### src/rtl/pipe_pkg.sv
// Shared types and defaults for the handshaked pipeline stage.
package pipe_pkg;

    typedef enum logic [1:0] {EMPTY, FULL, SKID} pipe_state_t;

    localparam int CNT_W_DEF = 16;

endpackage

### src/rtl/pipe_entry.sv
// One held pipeline entry: valid bit, control and data. Kill drops the entry
// and parks control at CTRL_RST but leaves the data bits untouched.
module pipe_entry
    import pipe_pkg::*;
#(
    parameter int                 CTRL_W   = 3,
    parameter int                 DATA_W   = 101,
    parameter logic [CTRL_W-1:0]  CTRL_RST = '0
) (
    input  logic              clk,
    input  logic              rst,
    input  logic              load,
    input  logic              kill,
    input  logic [CTRL_W-1:0] ctrl_in,
    input  logic [DATA_W-1:0] data_in,
    output logic              valid,
    output logic [CTRL_W-1:0] ctrl,
    output logic [DATA_W-1:0] data
);

    always_ff @(posedge clk) begin
        if (rst) begin
            valid <= 1'b0;
            ctrl  <= CTRL_RST;
            data  <= '0;
        end else if (kill) begin
            valid <= 1'b0;
            ctrl  <= CTRL_RST;
        end else if (load) begin
            valid <= 1'b1;
            ctrl  <= ctrl_in;
            data  <= data_in;
        end
    end

endmodule

### src/rtl/pipe_stage_hs.sv
// Valid/ready pipeline register with a one-entry skid buffer, flush and a
// saturating stall counter. in_ready is a flop, so out_ready never reaches it.
module pipe_stage_hs
    import pipe_pkg::*;
#(
    parameter int                 DATA_W   = 101,
    parameter int                 CTRL_W   = 3,
    parameter logic [CTRL_W-1:0]  CTRL_RST = '0,
    parameter int                 CNT_W    = CNT_W_DEF
) (
    input  logic              clk,
    input  logic              rst,
    input  logic              flush,
    input  logic              in_valid,
    output logic              in_ready,
    input  logic [CTRL_W-1:0] in_ctrl,
    input  logic [DATA_W-1:0] in_data,
    output logic              out_valid,
    input  logic              out_ready,
    output logic [CTRL_W-1:0] out_ctrl,
    output logic [DATA_W-1:0] out_data,
    output logic [CNT_W-1:0]  stall_cnt
);

    pipe_state_t state, state_next;

    logic              accept, drain;
    logic              main_load, main_kill, main_from_skid;
    logic              skid_load, skid_kill;
    logic              skid_valid;
    logic [CTRL_W-1:0] skid_ctrl, main_ctrl_in;
    logic [DATA_W-1:0] skid_data, main_data_in;

    assign accept = in_valid & in_ready;
    assign drain  = out_valid & out_ready;

    always_ff @(posedge clk) begin
        if (rst) begin
            state    <= EMPTY;
            in_ready <= 1'b1;
        end else begin
            state    <= state_next;
            in_ready <= (state_next != SKID);
        end
    end

    always_comb begin
        state_next = state;
        if (flush) begin
            state_next = EMPTY;
        end else begin
            case (state)
                EMPTY:   if (accept) state_next = FULL;
                FULL: begin
                    if (accept && !drain)      state_next = SKID;
                    else if (!accept && drain) state_next = EMPTY;
                end
                SKID:    if (drain) state_next = FULL;
                default: state_next = EMPTY;
            endcase
        end
    end

    // Main is killed when it drains with nothing behind it, so a bubble
    // always carries CTRL_RST.
    always_comb begin
        main_load      = 1'b0;
        main_kill      = 1'b0;
        main_from_skid = 1'b0;
        skid_load      = 1'b0;
        skid_kill      = 1'b0;
        if (flush) begin
            main_kill = 1'b1;
            skid_kill = 1'b1;
        end else begin
            case (state)
                EMPTY: main_load = accept;
                FULL: begin
                    if (accept && drain) main_load = 1'b1;
                    else if (accept)     skid_load = 1'b1;
                    else if (drain)      main_kill = 1'b1;
                end
                SKID: begin
                    if (drain) begin
                        main_load      = skid_valid;
                        main_from_skid = 1'b1;
                        skid_kill      = 1'b1;
                    end
                end
                default: begin
                    main_kill = 1'b1;
                    skid_kill = 1'b1;
                end
            endcase
        end
    end

    assign main_ctrl_in = main_from_skid ? skid_ctrl : in_ctrl;
    assign main_data_in = main_from_skid ? skid_data : in_data;

    pipe_entry #(.CTRL_W(CTRL_W), .DATA_W(DATA_W), .CTRL_RST(CTRL_RST)) u_main (
        .clk     (clk),
        .rst     (rst),
        .load    (main_load),
        .kill    (main_kill),
        .ctrl_in (main_ctrl_in),
        .data_in (main_data_in),
        .valid   (out_valid),
        .ctrl    (out_ctrl),
        .data    (out_data)
    );

    pipe_entry #(.CTRL_W(CTRL_W), .DATA_W(DATA_W), .CTRL_RST(CTRL_RST)) u_skid (
        .clk     (clk),
        .rst     (rst),
        .load    (skid_load),
        .kill    (skid_kill),
        .ctrl_in (in_ctrl),
        .data_in (in_data),
        .valid   (skid_valid),
        .ctrl    (skid_ctrl),
        .data    (skid_data)
    );

    always_ff @(posedge clk) begin
        if (rst)
            stall_cnt <= '0;
        else if (out_valid && !out_ready && !flush && (stall_cnt != '1))
            stall_cnt <= stall_cnt + 1'b1;
    end

endmodule

### config.mk
export PLATFORM = sky130hd
export DESIGN_NAME = pipe_stage_hs
export DESIGN_NICKNAME = d
export VERILOG_FILES = /design/src/rtl/pipe_pkg.sv /design/src/rtl/pipe_entry.sv /design/src/rtl/pipe_stage_hs.sv
export SDC_FILE = /design/constraint.sdc
export NUM_CORES = 1
export LEC_CHECK = 0
export ABC_CLOCK_PERIOD_IN_PS = 2100
export BUFFER_PORTS_ARGS = -buffer_cell sky130_fd_sc_hd__buf_2
export CAP_MARGIN = 10
export CORE_MARGIN = 3
export CORE_UTILIZATION = 55
export DETAILED_ROUTE_END_ITERATION = 8
export PLACE_DENSITY = 0.86
export SYNTH_ARGS = -nofsm -noshare
export SYNTH_HDL_FRONTEND = slang
export SYNTH_HIERARCHICAL = 1
export SYNTH_SLANG_ARGS = --single-unit
### constraint.sdc
create_clock -name clk -period 2.1 [get_ports clk]
set_input_delay 0.525 -clock clk [delete_from_list [all_inputs] [get_ports clk]]
set_output_delay 0.525 -clock clk [all_outputs]
set_load 0.05 [all_outputs]
Yosys cells after proc, flatten, opt, wreduce, memory -nomap -nowiden
Cells that the tools add are included.
- $add $sub $neg: 1
- equal/unequal tests: 4
- mux-type cells: 25
- bitwise logic cells: 4
- reductions and logical operators: 17
- operators by type and width (kind ; count):
    101-bit two-way mux ; 1
    16-bit by 1-bit adder with 16-bit output, second input constant ; 1
    16-bit inequality test, second input constant ; 1
    1-bit two-way mux ; 14
    2-bit two-way mux ; 5
    2-bit OR reduction ; 4
    1-bit logical AND ; 6
    2-bit one-hot mux with 3 select lines ; 1
    1-bit logical NOT ; 4
    1-bit one-hot mux with 2 select lines ; 2
    2-bit AND reduction ; 2
    3-bit two-way mux ; 1
    1-bit one-hot mux with 3 select lines ; 1
    1-bit bitwise AND ; 2
    2-bit by 1-bit == test with 1-bit output, second input constant ; 1
    2-bit == test, second input constant ; 1
    2-bit logical NOT ; 1
    2-bit inequality test, second input constant ; 1
    1-bit inverter ; 2
- register bits after elaboration: 229
- input bits: 109
- output and inout bits: 122
- logic and storage cells: 60

Longest topological paths before layout
Gate-level depths: netlist of the first run.
- depth after elaboration: 8
- depth in mapped cells: 9
- depth with buffers taken out: 6

By module
The synthesis of the first run kept the hierarchy.
- modules (own cells, without submodules) (module ; instances ; cells each ; area each (um^2) ; sequential area each (um^2)):
    pipe_entry ; 2 ; 473 ; 4840.9 ; 2102.0
    pipe_stage_hs ; 1 ; 246 ; 2371.0 ; 380.4

Worst setup path after synthesis of the first run
Ideal clock, no wire load.
- path kind: reg-to-reg
- from: register u_main.valid
- to: register u_main.data[49]
- library setup time: 0.116 ns
- arrival: 2.067 ns
- required time: 1.984 ns
- path slack: -0.083 ns
- cell stages (with the launch flop): 10
- path buffers: 3
- clock period less this slack: 2.183 ns
- cell sequence: dfxtp_1 > and2_2 > clkbuf_2 > nand2_1 > nor2_2 > buf_4 > buf_6 > mux2_2 > nand4bb_1 > o21ai_2
- elaborated cells on any way between the ends: 16
- those cells by class: mux: 12; bitwise: 2; reduce/logical: 2
- RTL lines (item ; line ; source):
    start, declared ; pipe_entry.sv:16 ; output logic valid,
    start signal, assigned ; pipe_entry.sv:23 ; valid <= 1'b0;
    start signal, assigned ; pipe_entry.sv:27 ; valid <= 1'b0;
    start signal, assigned ; pipe_entry.sv:30 ; valid <= 1'b1;
    1-bit bitwise AND ; pipe_stage_hs.sv:35 ; assign drain = out_valid & out_ready;
    1-bit two-way mux ; pipe_stage_hs.sv:84 ; if (drain) begin
    1-bit two-way mux ; pipe_stage_hs.sv:76 ; case (state)
    1-bit two-way mux ; pipe_stage_hs.sv:72 ; if (flush) begin
    101-bit two-way mux ; pipe_stage_hs.sv:99 ; assign main_data_in = main_from_skid ? skid_data : in_data;
    net main_data_in[49] ; pipe_stage_hs.sv:32 ; logic [DATA_W-1:0] skid_data, main_data_in;
    end signal, assigned ; pipe_entry.sv:32 ; data <= data_in;
    end, declared ; pipe_entry.sv:18 ; output logic [DATA_W-1:0] data
The timed path passes the listed nets, and every way through them passes these cells.
A chain may end at the register's enable or synchronous reset.

Worst setup path in the final report of the first run
- from: register in_ready
- to: register u_main.data[93]
- elaborated cells on any way between the ends: 11
- those cells by class: mux: 7; bitwise: 2; reduce/logical: 2
- RTL lines (item ; line ; source):
    start, declared ; pipe_stage_hs.sv:15 ; output logic in_ready,
    start signal, assigned ; pipe_stage_hs.sv:43 ; in_ready <= (state_next != SKID);
    1-bit bitwise AND * ; pipe_stage_hs.sv:34 ; assign accept = in_valid & in_ready;
    1-bit logical AND ; pipe_stage_hs.sv:79 ; if (accept && drain) main_load = 1'b1;
    1-bit two-way mux ; pipe_stage_hs.sv:79 ;
    1-bit one-hot mux with 3 select lines * ; pipe_stage_hs.sv:76 ;
    1-bit two-way mux * ; pipe_stage_hs.sv:72 ;
    net main_load ; pipe_stage_hs.sv:28 ; logic main_load, main_kill, main_from_skid;
    2-bit AND reduction (no line) * ; -- ;
Mark *: on every way through the listed nets, which the timed path passes. The rest lies on a longest branch.

==> flow_metrics.env, run 1 <==
export IMPL_clock_fmax_mhz=517
export IMPL_crit_path_start_kind="register"
export IMPL_max_vdd_ir_drop_mv=0.596
export IMPL_cts_repair_resize_count=0
export IMPL_hp_class="in2reg"
export IMPL_grt_usage_pct=24.5
export IMPL_rsz0062_at_grt="no"
export IMPL_drive_gt1_share_pct=34.2
export IMPL_synth_edf_count=0
export IMPL_clkPwrFrac_pct=44.2
export IMPL_async_flop_share_pct=0
export IMPL_crit_family="simple AND/OR/NAND/NOR gates"
export IMPL_critical_path_max_stage_delay_ps=380
export IMPL_postCtsHoldBufs=0
export IMPL_ant_nets=0
export IMPL_cts_sinks=229
export IMPL_switching_share_pct=24.8
export IMPL_skew_ps=11.5
export IMPL_hold_end="u_skid/data[11]"
export IMPL_rows=53
export IMPL_fin_crit_ps=1940
export IMPL_cts_made_buffers=25
export IMPL_cts_root_buffer="clkbuf_16"
export IMPL_dpl_hpwl_um=19400
export IMPL_cp_slowest_cell="dfxtp_1"
export IMPL_hold_start="in_data[11]"
export IMPL_p_seq_share_pct=44.2
export IMPL_relSlewSlack_pct=58.2
export IMPL_p_switching_mw=2.52
export IMPL_path_class="reg2reg"
export IMPL_worstPathCellList="nand2_1 > nor2_1 > a32oi_1 > nor2_4 > nor2b_4 > buf_4 > o21ai_1"
export IMPL_whs_ps=290
export IMPL_crit_fanout=24
export IMPL_end_kind="register"
export IMPL_grt_max_degree=111
export IMPL_boundaryPins=231
export IMPL_reg2reg_depth=7
export IMPL_numPortBuffers=230
export IMPL_dieArea_um2=23700
export IMPL_gp_congestion=0.833
export IMPL_cts_tree="done"
export IMPL_final_nets=1475
export IMPL_drc=0
export IMPL_internal_power_mw=7.62
export IMPL_p_leak_nw=5.37
export IMPL_insertion_delay_ps=520
export IMPL_drt_pass1_iter_count=5
export IMPL_ys_flop_type="dfxtp_1"
export IMPL_avgRoutedWirePerCell_um=18.7
export IMPL_synth_seq_cells=229
export IMPL_power_share_combinational_pct=11.6
export IMPL_postLayoutCoreUtil_pct=67.4
export IMPL_reg2reg_to="u_main/data[93]"
export IMPL_ctsHtreeMaxLevel=1
export IMPL_vias=9850
export IMPL_p_total_mw=10.1
export IMPL_ys_seq_area_share_pct=38.0
export IMPL_grt_overflow_total=0
export IMPL_antenna_found_initial=5
export IMPL_syn_avg_cell_area_um2=10.1
export IMPL_syn_nets=1302
export IMPL_grt_pass1_wl_um=49600
export IMPL_drt_wl_total_um=31100
export IMPL_whs_path_depth=3
export IMPL_area_growth_pct=19.0
export IMPL_start_util_pct=56.6
export IMPL_grt_pass1_vias=9733
export IMPL_postCtsSetupBuffers=0
export IMPL_hold_viol_final=0
export IMPL_status="complete, no violations"
export IMPL_drt_initial_drc_count=659
export IMPL_reg2reg_from="in_ready"
export IMPL_cp_required_ps=2490
export IMPL_die_x_um=154
export IMPL_critPathBufInv=1
export IMPL_die_h_um=154
export IMPL_cap_viol_max_count=0
export IMPL_netlist_instances=1192
export IMPL_clockBufferDepth=3
export IMPL_synth_cell_area_um2=12100
export IMPL_yosys_warnings=6
export IMPL_fill_cells=1617
export IMPL_power_density_nw_per_um2=707
export IMPL_slew_viol_final=0
export IMPL_synth_cell_types=44
export IMPL_reg2reg_slack_ps=160
export IMPL_cp_arrival_ps=2330
export IMPL_period_share_pct=92.1
export IMPL_worstMarginPinSlew_ps=627
export IMPL_routed_via_density=5.93
export IMPL_core_um2=21300
export IMPL_setup_viol_count_final=0
export IMPL_clk_pin_slew_worst_paths_ps=60
[final cells by class]
class,instances,area [um2],share of cell area (%)
diodes,6,15.0,0.105
clock buffers,36,707,4.93
clock inverters,7,123,0.855
inverters,1,3.75,0.0262
multi-input cells,833,6770,47.2
flip-flops and latches,229,4590,32.0
well taps,275,344,2.40
repair buffers,275,1800,12.5
[power groups by stage]
stage          registers, mW  logic (mW)  clock network (mW)
4_1_cts                 4.48        1.17                4.56
3_5_place_dp            4.57        1.17                   0
6_report                4.48        1.18                4.49
2_1_floorplan           4.80       0.589                   0
5_1_grt                 4.49        1.25                4.72
3_3_place_gp            4.57        1.15                   0
[cells by family after synthesis]
family                     Yosys count  synth area share [%]
AOI/OAI and AO/OA                  233                  11.3
buffers and inverters              130                  6.28
adders and majority gates            1                 0.104
DFF                                229                  38.0
and+or+nand+nor                    483                  33.6
muxes                              116                  10.8
[worst max path at each step]
stage	startpoint	endpoint	slack [ps]	cells after the start
finish	in_ready	u_main/data[93]	160	7
global route	in_ready	u_main/data[97]	30	7
CTS	state[0]	u_main/data[88]	180	8
detailed placement	in_valid	u_main/data[2]	-70	8
global placement	in_valid	u_main/data[93]	1	8
floorplan	in_ready	u_main/ctrl[0]	90	8
[through the flow]
| step | setup TNS (ps) | area, um2 | worst slack, ps | instances |
|---|---|---|---|---|
| final | 0 | 14300 | 165 | 1662 |
| after global routing | 0 | 14300 | 26.9 | 1658 |
| after CTS | 0 | 14300 | 181 | 1656 |
| after detailed placement | -3140 | 13500 | -68.8 | 1613 |
| after global placement | 0 | 13500 | 1.33 | 1613 |
| after floorplan | 0 | 12100 | 89.8 | 1192 |
[synth_stat cells (2+ instances only)]
cell type  count  area [um2]
dfxtp_1      229        4580
nand2b_1     206        1290
nand4bb_1    202        2270
o21ai_1      162         811
mux2_2       102        1150
clkbuf_1      59         221
o21ai_2       40         350
buf_2         30         150
buf_6         23         259
buf_4         15         113
a21oi_1       13        65.1
nand2_1       11        41.3
nor2_1        11        41.3
mux2i_1        8        80.1
o31ai_1        7        52.6
or4_1          7        52.6
mux2_1         6        67.6
nor3_2         6        60.1
nand3_1        5        25.0
nand4_1        5        31.3
nor2b_1        5        31.3
nor3_1         4        20.0
o21ai_0        4        20.0
or3_1          4        25.0
a211oi_1       2        15.0
and3_1         2        12.5
and4_1         2        17.5
clkbuf_2       2        10.0
nor2b_2        2        17.5
nor3b_1        2        15.0
nor4_1         2        12.5
o21bai_1       2        15.0
[worst min-delay path, delay by kind of cell]
family	cells	cell delay [ps]
buf+inv	1	110
simple gates	1	80
compound gates	1	50
[state kept, by name (all words and copies together), names as in the netlist, 2 cells and up]
name         count
u_main/data    101
u_skid/data    101
stall_cnt       16
u_main/ctrl      3
u_skid/ctrl      3
state            2
[cells in the final DEF (no fill, tap or decap), types with 8 or more instances in the layout]
cell type,n
buf_2,229
o21ai_1,162
nand2_1,11
clkbuf_16,25
nand2b_1,205
nand4bb_1,202
nor2_1,10
mux2_2,102
buf_12,24
dfxtp_1,228
mux2i_1,8
a21oi_1,13
buf_4,21
o21ai_2,40
[per-layer routing]
| layer | share of wire (%) | GRT usage [%] |
|---|---|---|
| met5 | 0.13 | 0 |
| met1 | 43 | 32.0 |
| met2 | 47 | 41.2 |
| met3 | 6.8 | 4.78 |
| met4 | 2.3 | 7.36 |
Power figures use the tool's default switching activity.
==> run 2, diff against run 1 <==
--- a/config.mk
+++ b/config.mk
@@ -5,13 +5,14 @@
 export SDC_FILE = /design/constraint.sdc
 export NUM_CORES = 1
 export LEC_CHECK = 0
+export ABC_AREA = 1
 export ABC_CLOCK_PERIOD_IN_PS = 2100
 export BUFFER_PORTS_ARGS = -buffer_cell sky130_fd_sc_hd__buf_2
-export CAP_MARGIN = 10
+export CAP_MARGIN = 20
 export CORE_MARGIN = 3
 export CORE_UTILIZATION = 55
 export DETAILED_ROUTE_END_ITERATION = 8
-export PLACE_DENSITY = 0.86
+export PLACE_DENSITY = 0.87
 export SYNTH_ARGS = -nofsm -noshare
 export SYNTH_HDL_FRONTEND = slang
 export SYNTH_HIERARCHICAL = 1
==> run 2 against run 1 <==
Compared with the run above:
- wire length decreased by 4.5%
- design area decreased by 4.5%
- sequential cell count unchanged
- largest cell class unchanged
- power increased by 1.8%
- sequential power increased by 2%
- sequential share of layout area increased by 1.5 points
- hold slack improved by 0.77 ps
- clock power decreased by 4%
==> flow_metrics.env, run 2 <==
export IMPL_die_h_um=151
export IMPL_crit_fanout=56
export IMPL_drive_gt1_share_pct=22.8
export IMPL_postPlaceCellArea_um2=12900
export IMPL_syn_avg_cell_area_um2=7.02
export IMPL_routed_via_density=5.11
export IMPL_worstMarginPinSlew_ps=771
export IMPL_critical_path_max_stage_delay_ps=340
export IMPL_status="complete, no violations"
export IMPL_max_vdd_ir_drop_mv=0.516
export IMPL_die_x_um=151
export IMPL_cts_root_buffer="clkbuf_16"
export IMPL_synth_largest_area_cell="dfxtp_1"
export IMPL_ys_flop_type="dfxtp_1"
export IMPL_yosys_top_cells_area="dfxtp_1 (40%), nor2_1 (14%), nand2_1 (9.3%), nand3_1 (9.1%), mux2_4 (7.8%)"
export IMPL_fin_crit_ps=1880
export IMPL_mostFrequentLayoutCells="nor2_1 (440), nand2_1 (287), buf_2 (230)"
export IMPL_hp_class="in2reg"
export IMPL_reg2reg_slack_ps=220
export IMPL_whs_ps=290
export IMPL_grt_pass1_vias=10100
export IMPL_postCtsSetupBuffers=0
export IMPL_cap_viol_max_count=0
export IMPL_synth_seq_cells=229
export IMPL_layout_cells_non_filler=2118
export IMPL_postLayoutCoreUtil_pct=67.0
export IMPL_synth_cell_types=26
export IMPL_antenna_found_initial=3
export IMPL_synthTopCellsByCount="nor2_1 (441), nand2_1 (287), dfxtp_1 (229), inv_1 (225), nand3_1 (210)"
export IMPL_cts_tree="done"
export IMPL_yosys_warnings=6
export IMPL_synth_edf_count=0
export IMPL_setup_tns_final_ps=0
export IMPL_postCtsHoldBufs=0
export IMPL_grt_usage_pct=24.8
export IMPL_numPortBuffers=230
export IMPL_cts_repair_resize_count=0
export IMPL_dpl_hpwl_um=19200
export IMPL_drt_wl_total_um=29700
export IMPL_hold_viol_final=0
export IMPL_cp_required_ps=2540
export IMPL_yosysMostFrequentCell="nor2_1"
export IMPL_start_util_pct=56.6
export IMPL_setup_viol_count_final=0
export IMPL_grt_overflow_total=0
export IMPL_cts_sinks=229
export IMPL_stdcell_area_um2=13700
export IMPL_avgRoutedWirePerCell_um=14.0
export IMPL_cp_arrival_ps=2320
export IMPL_reg2reg_from="state[0]"
export IMPL_yosysTopAreaCellShare_pct=39.6
export IMPL_netlist_instances=1649
export IMPL_drt_pass1_iter_count=5
export IMPL_final_nets=1941
export IMPL_clock_fmax_mhz=531
export IMPL_ctsHtreeMaxLevel=1
export IMPL_dieArea_um2=22800
export IMPL_gp_congestion=0.854
export IMPL_drc=0
export IMPL_power_density_nw_per_um2=754
export IMPL_largest_registers="u_main/data x101, u_skid/data x101, stall_cnt x16"
export IMPL_hold_start="in_ctrl[0]"
export IMPL_synth_cell_area_um2=11600
export IMPL_async_flop_share_pct=0
export IMPL_dpl_cell_count=2074
export IMPL_fill_cells=1651
export IMPL_clockBufferDepth=3
export IMPL_cp_slowest_cell="dfxtp_1"
export IMPL_rows=52
export IMPL_rsz0062_at_grt="no"
export IMPL_end_kind="register"
export IMPL_area_growth_pct=18.4
export IMPL_grt_max_degree=70
export IMPL_ant_nets=0
export IMPL_worstSetupStartpoint="state[0]"
export IMPL_boundaryPins=231
export IMPL_setup_ws_ps=217
export IMPL_grt_pass1_wl_um=47200
export IMPL_syn_nets=1759
export IMPL_crit_path_start_kind="register"
export IMPL_worst_path_most_repeated_cell="nor2_1"
export IMPL_ys_seq_area_share_pct=39.6
export IMPL_slew_viol_final=0
export IMPL_drt_initial_drc_count=776
export IMPL_skew_ps=9.59
export IMPL_p_total_mw=10.3
export IMPL_p_leak_nw=7.06
export IMPL_insertion_delay_ps=510
export IMPL_worstPathCellList="inv_1 > nor2_1 > nand3_1 > nor2_4 > inv_2 > nor2_4 > buf_12 > nor2_1 > nor2_1"
export IMPL_relSlewSlack_pct=48.6
export IMPL_cts_made_buffers=25
export IMPL_period_share_pct=89.7
export IMPL_layout_commonest_cell="nor2_1"
export IMPL_path_class="reg2reg"
export IMPL_clk_pin_slew_worst_paths_ps=60
export IMPL_core_um2=20400
export IMPL_vias=10800
export IMPL_pre_cts_slack_ps=25.7
[run 2: cell types whose count changed after synthesis, moves of 60 or more]
cell,previous run,this run
o21ai_1,162,0
nand3_1,5,210
nand2_1,11,287
nand2b_1,206,0
nand4bb_1,202,0
mux2_4,0,60
nor2_1,11,441
inv_1,1,225
[run 2: path summary, 6_finish.rpt]
| check | depth (start not counted) | to |
|---|---|---|
| min reg2reg | 2 | u_skid/ctrl[0] |
| max | 9 | u_skid/data[72] |
| min | 3 | u_skid/ctrl[0] |
| max reg2reg | 9 | u_skid/data[72] |
[run 2: critical path: cells and delay by family, from the launching register on]
kind	cells	cell delay, ps
buffers and inverters	3	470
AND/OR/NAND/NOR	6	970
flip-flops	1	340
[run 2: power breakdown]
group          leakage [nW]  internal, mW  switching [mW]
clock                 0.392          2.63            1.69
combinational          4.81         0.484           0.974
sequential             1.86          4.48          0.0689
total                  7.06          7.59            2.74
[run 2: cell families after synthesis]
logic type	share of synthesized area, %
buffers and inverters	13.1
DFF	39.6
and+or+nand+nor	33.6
adders and majority gates	0.108
AOI/OAI and AO/OA	1.22
muxes	12.1
xor gates and xnor gates	0.303
[run 2: cell type report]
| cell class | instances | area [um2] | area share, % |
|---|---|---|---|
| diodes | 2 | 5.00 | 0.0365 |
| multi-input cells | 1087 | 5510 | 40.3 |
| repair buffers | 259 | 1580 | 11.5 |
| flip-flops and latches | 229 | 4580 | 33.5 |
| clock buffers | 38 | 734 | 5.36 |
| inverters | 229 | 865 | 6.31 |
| well taps | 270 | 338 | 2.47 |
| clock inverters | 4 | 72.6 | 0.530 |
[run 2: metal layers]
metal | share of wire [%] | up-vias | track usage [%]
li1 | - | 5381 | -
met1 | 40 | 4896 | 30.1
met2 | 48 | 451 | 42.4
met3 | 7.8 | 90 | 4.73
met4 | 4.3 | 2 | 11.4
met5 | 0.024 | - | 0
